==> config.mk <==
export PLATFORM = sky130hd
export DESIGN_NAME = dispatch_int_queue
export DESIGN_NICKNAME = d
export VERILOG_FILES = /design/src/rtl/dispatch_int_queue.sv
export SDC_FILE = /design/constraint.sdc
export NUM_CORES = 1
export LEC_CHECK = 0
export CAP_MARGIN = 20
export CORE_MARGIN = 5
export CORE_UTILIZATION = 40
export CTS_CLUSTER_DIAMETER = 150
export DETAILED_ROUTE_END_ITERATION = 8
export GPL_TIMING_DRIVEN = 0
export REMOVE_ABC_BUFFERS = 1
export SETUP_SLACK_MARGIN = 0.4
export SKIP_LAST_GASP = 1
export SLEW_MARGIN = 0
export SYNTH_ARGS = -nofsm -noshare
export SYNTH_HDL_FRONTEND = slang
export SYNTH_SLANG_ARGS = --single-unit
==> constraint.sdc <==
create_clock -name clock -period 5.55 [get_ports clock]
set_clock_uncertainty 0.05 [all_clocks]
set_input_delay 0.555 -clock clock [delete_from_list [all_inputs] [get_ports clock]]
set_output_delay 0.555 -clock clock [all_outputs]
set_load 0.01 [all_outputs]
==> src/rtl/dispatch_int_queue.sv <==
// dispatch_int_queue: in-order 2-in/2-out uop buffer between dispatch and integer Dispatch2Rs
module dispatch_int_queue #(
    parameter int DEPTH  = 8,
    parameter int DATA_W = 32
) (
    input  logic                     clock,
    input  logic                     reset,
    output logic                     io_enq_canAccept,
    input  logic                     io_enq_req_0_valid,
    input  logic [3:0]               io_enq_req_0_bits_fuType,
    input  logic [DATA_W-1:0]        io_enq_req_0_bits_data,
    input  logic                     io_enq_req_1_valid,
    input  logic [3:0]               io_enq_req_1_bits_fuType,
    input  logic [DATA_W-1:0]        io_enq_req_1_bits_data,
    output logic                     io_out_0_valid,
    output logic [3:0]               io_out_0_bits_fuType,
    output logic [DATA_W-1:0]        io_out_0_bits_data,
    input  logic                     io_out_0_ready,
    output logic                     io_out_1_valid,
    output logic [3:0]               io_out_1_bits_fuType,
    output logic [DATA_W-1:0]        io_out_1_bits_data,
    input  logic                     io_out_1_ready,
    input  logic                     io_redirect_valid,
    output logic [$clog2(DEPTH):0]   io_count
);
    localparam int AW = $clog2(DEPTH);
    localparam int PW = AW + 1;

    logic [3:0]        fu_mem   [DEPTH];
    logic [DATA_W-1:0] data_mem [DEPTH];
    logic [PW-1:0]     enq_ptr, deq_ptr, enq_ptr_1, deq_ptr_1;
    logic [PW-1:0]     count, count_next, n_enq, n_deq;
    logic              enq_en, fire0, fire1;

    assign count     = enq_ptr - deq_ptr;
    assign io_count  = count;
    assign deq_ptr_1 = deq_ptr + PW'(1);
    assign enq_ptr_1 = enq_ptr + PW'(io_enq_req_0_valid);

    assign io_out_0_valid       = !io_redirect_valid && count != '0;
    assign io_out_1_valid       = !io_redirect_valid && count >= PW'(2);
    assign io_out_0_bits_fuType = fu_mem[deq_ptr[AW-1:0]];
    assign io_out_0_bits_data   = data_mem[deq_ptr[AW-1:0]];
    assign io_out_1_bits_fuType = fu_mem[deq_ptr_1[AW-1:0]];
    assign io_out_1_bits_data   = data_mem[deq_ptr_1[AW-1:0]];

    // lane 1 can only retire alongside lane 0, so order is preserved
    assign fire0 = io_out_0_valid && io_out_0_ready;
    assign fire1 = fire0 && io_out_1_valid && io_out_1_ready;

    assign enq_en     = io_enq_canAccept && !io_redirect_valid;
    assign n_enq      = enq_en ? PW'(io_enq_req_0_valid) + PW'(io_enq_req_1_valid) : '0;
    assign n_deq      = PW'(fire0) + PW'(fire1);
    assign count_next = io_redirect_valid ? '0 : count + n_enq - n_deq;

    // payload storage: compacted in-order writes, no reset
    always_ff @(posedge clock) begin
        if (enq_en && io_enq_req_0_valid) begin
            fu_mem[enq_ptr[AW-1:0]]   <= io_enq_req_0_bits_fuType;
            data_mem[enq_ptr[AW-1:0]] <= io_enq_req_0_bits_data;
        end
        if (enq_en && io_enq_req_1_valid) begin
            fu_mem[enq_ptr_1[AW-1:0]]   <= io_enq_req_1_bits_fuType;
            data_mem[enq_ptr_1[AW-1:0]] <= io_enq_req_1_bits_data;
        end
    end

    // pointers and registered accept flag; redirect empties the queue
    always_ff @(posedge clock or negedge reset) begin
        if (!reset) begin
            enq_ptr          <= '0;
            deq_ptr          <= '0;
            io_enq_canAccept <= 1'b1;
        end else begin
            enq_ptr          <= io_redirect_valid ? '0 : enq_ptr + n_enq;
            deq_ptr          <= io_redirect_valid ? '0 : deq_ptr + n_deq;
            io_enq_canAccept <= count_next <= PW'(DEPTH - 2);
        end
    end
endmodule

==> Word level (Yosys, flattened, before mapping) <==
Memories as Yosys holds them, arrays and structs flattened.
Index checks and enable logic that the tools add are counted.
{ "totals": {"mem_count": 2, "register_bits": 9, "mem_bits_rw": 288, "input_bits": 79, "elab_cells": 34, "output_inout_bits": 79} }
{ "classes": {"mux": 8, "addsub": 9, "magnitude_cmp": 2, "n_reduce_logical": 10} }
{ "mem_list": {"columns": ["memory", "depth", "word_bits", "rd", "rd_ports_with_merged_regs", "write_ports", "line", "text"], "rows": [
  ["data_mem", 8, 32, 2, 0, 2, "30", "logic [DATA_W-1:0] data_mem [DEPTH];"],
  ["fu_mem", 8, 4, 2, 0, 2, "29", "logic [3:0] fu_mem [DEPTH];"]
]} }
{ "ops": {"columns": ["cell", "count"], "rows": [
  ["adder 4 x 2 -> 4 bit", 3],
  ["2-to-1 mux 4 bit", 3],
  ["logical AND 1 bit", 8],
  ["adder 1 x 1 -> 2 bit", 2],
  [">= comparator 4 x 2 -> 1 bit (second input constant)", 1],
  ["<= comparator 4 x 3 -> 1 bit (second input constant)", 1],
  ["2-to-1 mux 1 bit", 4],
  ["nonzero test 4 bit", 1],
  ["subtractor 4 x 2 -> 4 bit", 1],
  ["subtractor 4 bit", 1],
  ["adder 3 x 1 -> 3 bit", 1],
  ["adder 3 x 1 -> 3 bit (second input constant)", 1],
  ["2-to-1 mux 2 bit", 1],
  ["logical NOT 1 bit", 1]
]} }

==> Longest topological paths before layout <==
Gate-level depths: netlist (run 1).
{ "logic_depth": {"word_depth": 10, "mapped_depth": 19, "mapped_depth_nobuf": 18} }

==> Worst setup path after synthesis (run 1) <==
No wires, ideal clock.
{ "synth_timing": {"kind": "register -> register", "from": "register deq_ptr[1]", "to": "register io_enq_canAccept", "t_arrival_ns": 4.256, "setup_time_ns": 0.077, "setup_slack_ns": 1.167, "n_path_buf": 2, "synth_period_minus_slack_ns": 4.383, "required_ns": 5.423, "path_stages_with_launch": 20, "cell_sequence": "dfrtp_1 -> clkbuf_1 -> buf_2 -> inv_1 -> ha_1 -> a21o_1 -> a21o_1 -> xor2_1 -> ha_1 -> nor2b_1 -> a21oi_1 -> and2_1 -> ha_1 -> inv_1 -> fa_1 -> ha_1 -> a21o_1 -> a21oi_1 -> xnor2_1 -> a21o_1"} }
{ "synth_between": {"elab_chain_len": 10, "elab_cells_between_ends": 13, "classes_between": "add/sub (4); order compare (2); mux (1); reduce/logical (6)"} }
{ "synth_lines": {"columns": ["element", "line", "text"], "rows": [
  ["from (decl)", "31", "logic [PW-1:0] enq_ptr, deq_ptr, enq_ptr_1, deq_ptr_1;"],
  ["from (signal assigned)", "76", "deq_ptr <= io_redirect_valid ? '0 : deq_ptr + n_deq;"],
  ["subtractor 4 bit (*)", "35", "assign count = enq_ptr - deq_ptr;"],
  ["nonzero test 4 bit (*)", "40", "assign io_out_0_valid = !io_redirect_valid && count != '0;"],
  ["logical AND 1 bit (*)", "40", null],
  ["via io_out_0_valid", "15", "output logic io_out_0_valid,"],
  ["logical AND 1 bit (*)", "48", "assign fire0 = io_out_0_valid && io_out_0_ready;"],
  ["logical AND 1 bit (2 in series)", "49", "assign fire1 = fire0 && io_out_1_valid && io_out_1_ready;"],
  ["adder 1 x 1 -> 2 bit (*)", "53", "assign n_deq = PW'(fire0) + PW'(fire1);"],
  ["subtractor 4 x 2 -> 4 bit (*)", "54", "assign count_next = io_redirect_valid ? '0 : count + n_enq - n_deq;"],
  ["2-to-1 mux 4 bit (*)", "54", null],
  ["<= comparator 4 x 3 -> 1 bit (*)", "77", "io_enq_canAccept <= count_next <= PW'(DEPTH - 2);"],
  ["to (signal assigned)", "77", null],
  ["to (decl)", "8", "output logic io_enq_canAccept,"]
]} }
The timed path passes the listed nets; every way through them passes the cells marked *.

==> Final worst setup path (run 1) <==
{ "layout_timing": {"from": "register deq_ptr[1]", "to": "register io_enq_canAccept"} }
{ "layout_between": {"elab_chain_len": 10, "elab_cells_between_ends": 13, "classes_between": "add/sub (4); order compare (2); mux (1); reduce/logical (6)"} }
{ "layout_lines": {"columns": ["element", "line"], "rows": [
  ["subtractor 4 bit (*)", "35"],
  ["parallel branches: the longest is 6 deep, another holds >= comparator 4 x 2 -> 1 bit", null],
  ["subtractor 4 x 2 -> 4 bit (*)", "54"],
  ["2-to-1 mux 4 bit (*)", "54"],
  ["<= comparator 4 x 3 -> 1 bit (*)", "77"]
]} }
Every way passes the cells marked *.

==> run metrics, run 1 <==
status completed; synth warn 0; initial antenna violation count 7; Root Buffer clkbuf_16; Die H 218 µm; Sw Ratio 28.4%; TritonCTS buffer count 35; Final Net Count 1298; first-pass GRT wire length 71200 µm; Mapped Cells 1040; Max Cap Violations 0; P_sw 2.15 mW; R2R Path Start deq_ptr[1]$_DFF_PN0_; Seq pwr share 36.1%; Sink Count 297; Clk network pwr share 29.7%; critical path class flop to flop; initial detailed-routing violation count 746; final hold slack 0.300 ns; post-CTS sizing 0; final count of hold timing violations 0; min cycle time layout 4.55 ns; critical path required time 5.96 ns; final worst slack 1.00 ns; clock buffer depth 3; final core occ 49.7%; P&R area growth vs syn 22.9%; die area 0.0477 mm²; Tot GR Track Use 20.1%; data arrival time of the worst path 4.95 ns; H-tree depth 2; fmax 220 MHz; clk_lat worst skew 0.52 ns; 1st-pass router iterations 5; I/O Pins 158; row count 76; Netlist cell types 39; RSZ-0062 raised after global routing no; DR WL/cell 26.5 µm; Hold Crit Class primary input to async pin; ys flop type edfxtp_1; Final period util 81.9%; ANT nets after route 0; most frequent cells in the layout 315 x mux2_2, 288 x edfxtp_1, 157 x clkdlybuf4s50_1; post-CTS setup buffer count 0; DR vias/cell 5.70; vias in the first global route 10900; Critical Path Fanout Max 39; Overflow after GRT 0; dpl ws 0.939 ns; crit path capture type flop; asr flop ratio synth 3.03%; RePlAce Congestion 0.739; normalized max-slew margin 32.1%; core area 0.0430 mm²; Synth Register Bits 297; DP HPWL 29900 µm; maximum vdd drop 249 µV; post-synthesis sequential area ratio 51.1%; DRC viols 0; setup tns final 0 ns; worst slew pin tran 1.01 ns; Vias 10300; drt total wl 48000 µm; Reg2Reg Capture Point io_enq_canAccept$_DFF_PN1_; CTS clk-pin slew, worst paths 0.06 ns; Mapped Area 0.0174 mm²; crit start category flop; Pwr Density 355 mW/mm²; share of layout cells above drive strength 1 45.8%; number of port buffers 157; Initial Utilization 40.4%; Hold-fix buffers, CTS 0; # setup viols final 0; commonest non-fill, non-tap cell in the layout mux2_2; mean post-synth cell area 16.7 µm²; internal power 5.43 mW; Pleak 6.95 nW; Max Slew Vio Count 0; CTS tree yes; Die X-Extent 218 µm; largest net degree at the start of global routing 55; R2R depth 17; r2r setup slk 1.00 ns; combinational group share of total power 34.2%; EDFF count, synth 288
[power groups by stage]
stage	logic, mW	registers [mW]	clock network, mW
floorplan	1.58	2.83	0
global placement	2.63	2.92	0
detailed placement	2.62	2.79	0
CTS	2.63	2.74	2.30
global route	2.78	2.76	2.39
finish	2.59	2.74	2.25
[kinds of logic after synthesis]
logic type	Yosys count	synth area share [%]
adder cells (fa/ha/maj)	22	1.80
buffers and inverters	79	2.25
AO/OA/AOI/OAI	15	0.526
XOR/XNOR	13	0.872
multiplexers	468	39.7
AND/OR/NAND/NOR	146	3.78
flip-flops	297	51.1
[registers in the layout (all words and copies together) (netlist names)]
register,count
deq_ptr,4
io_enq_canAccept,1
fu_mem,32
enq_ptr,4
data_mem,256
[how the worst max path moves through the flow]
| stage | to | slack [ns] | cells after the start | startpoint |
|---|---|---|---|---|
| after detailed placement | io_enq_canAccept$_DFF_PN1_ | 0.94 | 17 | deq_ptr[1]$_DFF_PN0_ |
| after global routing | io_enq_canAccept$_DFF_PN1_ | 0.55 | 17 | deq_ptr[1]$_DFF_PN0_ |
| final | io_enq_canAccept$_DFF_PN1_ | 1.00 | 17 | deq_ptr[1]$_DFF_PN0_ |
| after CTS | io_out_1_bits_data[2] | 0.89 | 6 | deq_ptr[0]$_DFF_PN0_ |
| after floorplan | io_enq_canAccept$_DFF_PN1_ | -2.32 | 16 | deq_ptr[0]$_DFF_PN0_ |
| after global placement | io_out_1_bits_data[2] | -7.10 | 4 | deq_ptr[0]$_DFF_PN0_ |
[synthesized netlist by cell type, types with 2 or more instances]
library cell	number	share of area, %
buf_2	31	0.89
clkbuf_1	20	0.43
mux2_1	9	0.58
nand2b_1	2	0.072
dfrtp_1	8	1.2
mux4_2	144	19
fa_1	5	0.58
nand2_2	4	0.14
o21ai_0	3	0.086
and2_1	2	0.072
a21oi_1	4	0.12
buf_4	15	0.65
o22ai_1	3	0.11
xor2_1	4	0.20
nor2b_1	6	0.22
buf_1	3	0.065
nor2_4	3	0.19
ha_1	17	1.2
mux2_2	315	20
xnor2_1	7	0.35
inv_1	10	0.22
a21o_1	4	0.17
nor2_1	6	0.13
nand2_1	111	2.4
edfxtp_1	288	50
nand3_1	3	0.086
[critical path, cell delays in order, from the launching register on]
cell and delay [ns]:
dfrtp_4 1.02, inv_1 0.20, ha_1 0.32, a21o_1 0.17, a21o_1 0.20, xor2_1 0.17, ha_1 0.18, nor2b_1 0.14
a21oi_1 0.18, and2_1 0.16, ha_1 0.23, inv_1 0.09, fa_1 0.50, ha_1 0.29, a21o_1 0.15, a21oi_1 0.17
xnor2_1 0.08, a21o_1 0.17
[final cells by class]
cell class | count | area, µm²
fillers | 3698 | 21600
flip-flops and latches | 297 | 8880
multi-input cells | 664 | 8240
repair buffers | 189 | 2350
clock buffers | 47 | 963
well taps | 585 | 732
clock inverters | 15 | 136
inverters | 10 | 37.5
diodes | 2 | 5.00
[routing by layer]
metal	GRT usage, %	routed length (µm)	part of all wire, %	vias up
met1	28.9	21300	44	5408
met3	3.62	2740	5.7	66
met5	0	61	0.13	-
met4	4.08	806	1.7	10
met2	32.6	23100	48	295
li1	-	-	-	4540
[per-stage QoR]
stage | power [mW] | instance area [µm²] | instances
floorplan | 4.41 | 17000 | 971
global placement | 5.55 | 19300 | 1713
detailed placement | 5.41 | 20200 | 1745
CTS | 7.67 | 21300 | 1807
global route | 7.93 | 21300 | 1807
finish | 7.58 | 21400 | 1809
No activity file was read; power rests on OpenSTA's default activity.
==> run 2, diff against run 1 <==
==> constraint.sdc (replaced) <==
create_clock -name clock -period 4.06 [get_ports clock]
set_clock_uncertainty 0.05 [all_clocks]
set_input_delay 0.406 -clock clock [delete_from_list [all_inputs] [get_ports clock]]
set_output_delay 0.406 -clock clock [all_outputs]
set_load 0.01 [all_outputs]
==> run 2 against run 1 <==
Net effect:
- register-to-register slack got worse by 0.47 ns
- critical path depth shrank 10
- power rose by 41%
- largest cell class unchanged
- setup slack got worse by 0.51 ns
- critical endpoint is now io_out_1_bits_data[2]
- count of clock-buffer cells in the layout is the same
==> run metrics, run 2 (synthesis results as in run 1) <==
Worst path max stage delay 0.52 ns (-0.50 ns); Vias 10500 (+2.1%); data arrival time of the worst path 3.12 ns (-1.83 ns); most frequent cells in the layout 315 x mux2_2, 288 x edfxtp_1, 157 x clkdlybuf4s50_1; final worst slack 0.488 ns (-0.514 ns); initial detailed-routing violation count 774 (+3.8%); power after layout 10.7 mW (+41%); I/O Pins 158 (unchanged); setup tns final 0 ns (unchanged); normalized max-slew margin 31.4% (-0.64 points); vias in the first global route 11000 (+0.99%); Tot GR Track Use 20.9% (+0.72 points); crit-path cells buf_16, ha_4, buf_12, buf_16, mux4_2, mux2_2, clkdlybuf4s50_1; core area 0.0430 mm² (unchanged); dpl ws -0.551 ns (-1.49 ns); min cycle time layout 3.57 ns; share of layout cells above drive strength 1 48.8% (+3.0 points); placed cells 1745 (unchanged); TritonCTS buffer count 35 (unchanged); initial antenna violation count 7 (unchanged); Sink Count 297 (unchanged); Hold-fix buffers, CTS 0 (unchanged); crit path capture type output pin; fmax 280 MHz; Initial Utilization 40.4% (unchanged); Overflow after GRT 0 (unchanged); Critical path buffers and inverters 4 (+2); RePlAce Congestion 0.739 (unchanged); Max Slew Vio Count 0 (unchanged); Final Net Count 1329 (+2.4%); Die X-Extent 218 µm (unchanged); first-pass GRT wire length 73200 µm (+2.8%); Final period util 88.0%; Root Buffer clkbuf_16; Critical Path Fanout Max 27 (-31%); drt total wl 50400 µm (+5.0%); Die H 218 µm (unchanged); largest net degree at the start of global routing 55 (unchanged); worst slew pin tran 1.02 ns (+0.00949 ns); crit start category flop; clk_lat worst skew 0.52 ns (about the same); H-tree depth 2 (unchanged); row count 76 (unchanged); total of fill cells in the finished design 3656 (-1.1%); die area 0.0477 mm² (unchanged); final instance area 0.0219 mm² (+2.3%); Largest register FFs 256 (unchanged); Pleak 7.17 nW (+3.1%); status completed; final count of hold timing violations 0 (unchanged); RSZ-0062 raised after global routing yes; P&R area growth vs syn 25.8%; commonest non-fill, non-tap cell in the layout mux2_2; Worst path slowest cell dfrtp_4; CP dominant cell by count buf_16; DP Area 0.0202 mm² (unchanged); DP HPWL 29900 µm (unchanged); DR vias/cell 5.73 (+0.39%); critical path class flop to output pin; number of port buffers 157 (unchanged); CTS tree yes; CTS clk-pin slew, worst paths 0.06 ns (about the same); fin cells 1840 (+1.7%); Max Cap Violations 0 (unchanged); ANT nets after route 0 (unchanged); Pwr Density 490 mW/mm² (+38%); # setup viols final 0 (unchanged); CP delay by family, top buffers and inverters; Hold Crit Class primary input to async pin; critical path required time 3.60 ns (-2.36 ns); 1st-pass router iterations 5 (unchanged); DRC viols 0 (unchanged); DR WL/cell 27.4 µm (+3.3%); maximum vdd drop 375 µV (+51%); clock buffer depth 3 (unchanged)
==> run 2: cell types whose count changed in the layout (fill, tap and decap cells not counted), sizes merged <==
cell and delta:
clkbuf +1, buf +30
==> run 2: area by class of cell <==
class                           count  area [µm²]  area share, %
Antenna cell                        2        5.00         0.0229
Clock buffer                       47         963           4.41
Clock inverter                     15         136          0.624
Inverter                           10        52.6          0.240
Multi-Input combinational cell    664        8340           38.2
Sequential cell                   297        8890           40.7
Tap cell                          585         732           3.35
Timing Repair Buffer              220        2730           12.5
==> run 2: metrics by stage <==
step	hold WS, ns	utilization [%]
finish	0.162	50.8
global route	0.163	50.8
CTS	0.143	50.5
detailed placement	0.512	47.1
global placement	0.502	44.9
floorplan	0.0604	-
==> run 2: layer usage <==
layer	vias to the layer above	wire length, µm	GRT usage (%)
li1	4613	-	-
met1	5523	22100	29.7
met2	324	24200	33.8
met3	67	2990	3.68
met4	10	1040	4.86
met5	-	59	0
==> run 2: final timing paths <==
path,startpoint,end,slack [ns],depth (start not counted)
setup / recovery,deq_ptr[0]$_DFF_PN0_,io_out_1_bits_data[2],0.49,7
hold / removal,reset,enq_ptr[0]$_DFF_PN0_,0.16,1
setup reg to reg,deq_ptr[1]$_DFF_PN0_,io_enq_canAccept$_DFF_PN1_,0.53,17
hold reg to reg,enq_ptr[3]$_DFF_PN0_,enq_ptr[3]$_DFF_PN0_,0.52,2
max in group asynchronous,reset,deq_ptr[0]$_DFF_PN0_,3.43,1
min in group clock,enq_ptr[3]$_DFF_PN0_,enq_ptr[3]$_DFF_PN0_,0.52,2
==> run 2: timing repair <==
item	CTS	global route
pin swaps	7	15
cloned	1	1
setup buffers	23	6
resized for setup	17	14
endpoints found under the setup margin	63	30
==> run 2: report_power, final <==
group	internal, mW	leakage, nW	total [mW]	switching [mW]
registers	3.57	2.72	3.64	0.0715
logic	2.22	3.92	3.98	1.76
clock network	1.85	0.531	3.08	1.23
total	7.64	7.17	10.7	3.07
==> run 2: worst reg2reg max path: cells and delay by family, from the launching register on <==
kind | cells | cell delay (ns)
adders and majority gates | 5 | 1.28
AOI/OAI and AO/OA | 6 | 0.92
DFF | 1 | 0.49
xor gates and xnor gates | 2 | 0.31
and+or+nand+nor | 2 | 0.31
buffers and inverters | 2 | 0.10
==> run 3, diff against run 2 <==
--- a/config.mk
+++ b/config.mk
@@ -5,6 +5,7 @@
 export SDC_FILE = /design/constraint.sdc
 export NUM_CORES = 1
 export LEC_CHECK = 0
+export ABC_AREA = 1
 export CAP_MARGIN = 20
 export CORE_MARGIN = 5
 export CORE_UTILIZATION = 40
==> run 3 against run 2 <==
Net effect:
- core utilization decreased by 1.3 points
- sequential power barely moved
- register-to-register slack got worse by 0.08 ns
- maximum frequency is 1.0% lower
- combinational power rose by 66%
- cell count grew 66%
- die area grew 5.8%
- via count is 60% higher
- critical path depth rose by 13
- synthesized cell count is 120% higher
- global-route usage is 2.5 points higher
- critical path type is now flop to flop
- highest routed layer unchanged
==> run metrics, run 3 <==
status completed; DR WL/cell 20.3 µm (-26%); data arrival time of the worst path 4.01 ns (+0.89 ns); top cell type's share of synthesized area 46.9% (-2.9 points); critical path required time 4.46 ns (+0.86 ns); initial antenna violation count 5 (-2); clock buffer depth 3 (unchanged); Die H 225 µm (+2.9%); final worst slack 0.452 ns (-0.0363 ns); setup tns final 0 ns (unchanged); fmax 277 MHz (-1.0%); commonest non-fill, non-tap cell in the layout nand2_1; Vias 16800 (+60%); Mapped Area 0.0184 mm² (+6.1%); final hold slack 0.160 ns (-0.00193 ns); P&R area growth vs syn 22.4%; Pwr Density 589 mW/mm² (+20%); Hold Crit Class primary input to async pin; synth warn 0 (unchanged); post-synthesis sequential area ratio 48.2% (-2.9 points); Initial Utilization 40.5% (+0.11 points); dpl ws -0.780 ns (-0.230 ns); Die X-Extent 225 µm (+2.9%); Final Net Count 2525 (+90%); H-tree depth 2 (unchanged); initial detailed-routing violation count 1726 (+120%); CTS clk-pin slew, worst paths 0.06 ns (about the same); worst slew pin tran 1.01 ns (-0.0136 ns); ANT nets after route 0 (unchanged); asr flop ratio synth 3.03% (unchanged); final instance area 0.0226 mm² (+3.2%); core area 0.0455 mm² (+5.8%); mean post-synth cell area 7.92 µm² (-53%); Sink Count 297 (unchanged); Critical Path Fanout Max 11 (-59%); Largest register FFs 256 (unchanged); Pleak 9.38 nW (+31%); 1st-pass router iterations 8 (+3); critical path class flop to flop; DP HPWL 35400 µm (+18%); DP Area 0.0208 mm² (+2.8%); min cycle time layout 3.61 ns (+0.0363 ns); final count of hold timing violations 0 (unchanged); Yosys top cell by area edfxtp_1; drt total wl 61800 µm (+23%); maximum vdd drop 401 µV (+7.1%); R2R depth 20 (+3); Mapped Cells 2326 (+120%); TritonCTS buffer count 35 (unchanged); most frequent cells in the layout 848 x nand2_1, 288 x edfxtp_1, 240 x inv_1; share of layout cells above drive strength 1 7.03% (-42 points); Tot GR Track Use 23.3% (+2.5 points); crit path capture type flop; clk_lat worst skew 0.52 ns (about the same); vias in the first global route 15800 (+44%); Root Buffer clkbuf_16; Post-synth top cells 849 x nand2_1, 288 x edfxtp_1, 242 x inv_1; DRC viols 0 (unchanged); first-pass GRT wire length 91500 µm (+25%); RSZ-0062 raised after global routing yes; Final period util 88.9% (+0.89 points); normalized max-slew margin 32.6% (+1.1 points); ys flop type edfxtp_1; EDFF count, synth 288 (unchanged); CTS tree yes; Max Slew Vio Count 0 (unchanged); Synth Register Bits 297 (unchanged); Overflow after GRT 0 (unchanged); number of port buffers 157 (unchanged); synth top area cells edfxtp_1 47%, nand2_1 17%, o211ai_1 7.3%; largest net degree at the start of global routing 127 (+130%); crit start category flop; die area 0.0505 mm² (+5.8%); Hold-fix buffers, CTS 0 (unchanged); DR vias/cell 5.52 (-3.7%); row count 78 (+2.6%); # setup viols final 0 (unchanged); RePlAce Congestion 0.774 (+4.7%); most frequent cell after synthesis nand2_1; I/O Pins 158 (unchanged); Netlist cell types 36 (-7.7%); Max Cap Violations 0 (unchanged)
## run 3: changes by cell type after synthesis, moves of 180 or more
cell	before	now
nand2_1	111	849
mux2_2	315	0
inv_1	10	242
o211ai_1	0	180
o21ai_0	3	211
o21ai_1	0	187
## run 3: layout make-up
cell class                      count  area, µm²
Antenna cell                        1       2.50
Clock buffer                       43        948
Fill cell                        4281      22900
Tap cell                          600        751
Timing Repair inverter              2       20.0
Clock inverter                     16        128
Sequential cell                   297       8890
Timing Repair Buffer              224       2800
Multi-Input combinational cell   1614       8000
Inverter                          250       1020
## run 3: metrics by stage
step                cells  utilization [%]  total power [mW]
detailed placement   2949             45.8              9.67
CTS                  3038             49.3              13.2
floorplan            2161                -              7.22
finish               3047             49.6              13.3
global route         3047             49.6              14.1
global placement     2918             43.8              8.96
## run 3: final timing paths
| path | start | end | slack, ns |
|---|---|---|---|
| max | deq_ptr[2]$_DFF_PN0_ | io_enq_canAccept$_DFF_PN1_ | 0.45 |
| min | reset | enq_ptr[2]$_DFF_PN0_ | 0.16 |
| max reg2reg | deq_ptr[2]$_DFF_PN0_ | io_enq_canAccept$_DFF_PN1_ | 0.45 |
| min reg2reg | deq_ptr[3]$_DFF_PN0_ | deq_ptr[3]$_DFF_PN0_ | 0.57 |
| max in group asynchronous | reset | deq_ptr[0]$_DFF_PN0_ | 3.43 |
| min in group clock | io_enq_req_1_bits_data[19] | data_mem[7][19]$_DFFE_PP_ | 0.55 |
## run 3: report_power, final
group	internal, mW	leakage [nW]	switching, mW
Combinational	2.71	6.13	3.89
Clock	1.78	0.528	1.23
Sequential	3.58	2.72	0.0807
Total	8.07	9.38	5.20
## run 3: cell families (layout without fill, tap and decap cells)
kind of cell | Yosys count | in the layout | share of synthesized area, %
simple gates | 887 | 887 | 18.7
compound gates | 701 | 701 | 21.6
buf+inv | 415 | 535 | 9.51
flops | 297 | 297 | 48.2
fa+ha+maj | 22 | 22 | 1.70
xor+xnor | 4 | 4 | 0.292
other cells | 0 | 1 | 0
## run 3: critical path, cell delays in order (launching register included)
cell and delay [ns]:
dfrtp_4 0.50, buf_16 0.18, inv_16 0.07, buf_16 0.11, ha_1 0.27, a21oi_2 0.21
inv_1 0.07, nand2_1 0.06, nand2_1 0.05, ha_1 0.17, nand2_1 0.08, nand2_2 0.06
o21ai_2 0.07, and2_4 0.17, ha_4 0.12, inv_1 0.05, fa_2 0.45, fa_2 0.58
nand4_1 0.09, nand2_1 0.08, inv_1 0.04
## run 3: what timing repair did
action                                 4_1_cts  5_1_grt
resized for setup                           30        4
cloned                                       5        3
pin swaps                                    7        6
endpoints found under the hold margin        0        0
setup endpoints to repair                   68       37
buffers inserted                            25        5
## run 3: metal layers
layer	vias up	routed length [µm]	track usage [%]	share of wire, %
met2	685	29300	39.2	47
met5	-	47	0	0.076
met3	125	5030	4.05	8.1
li1	8063	-	-	-
met4	8	1630	7.05	2.6
met1	7930	25800	31.1	42
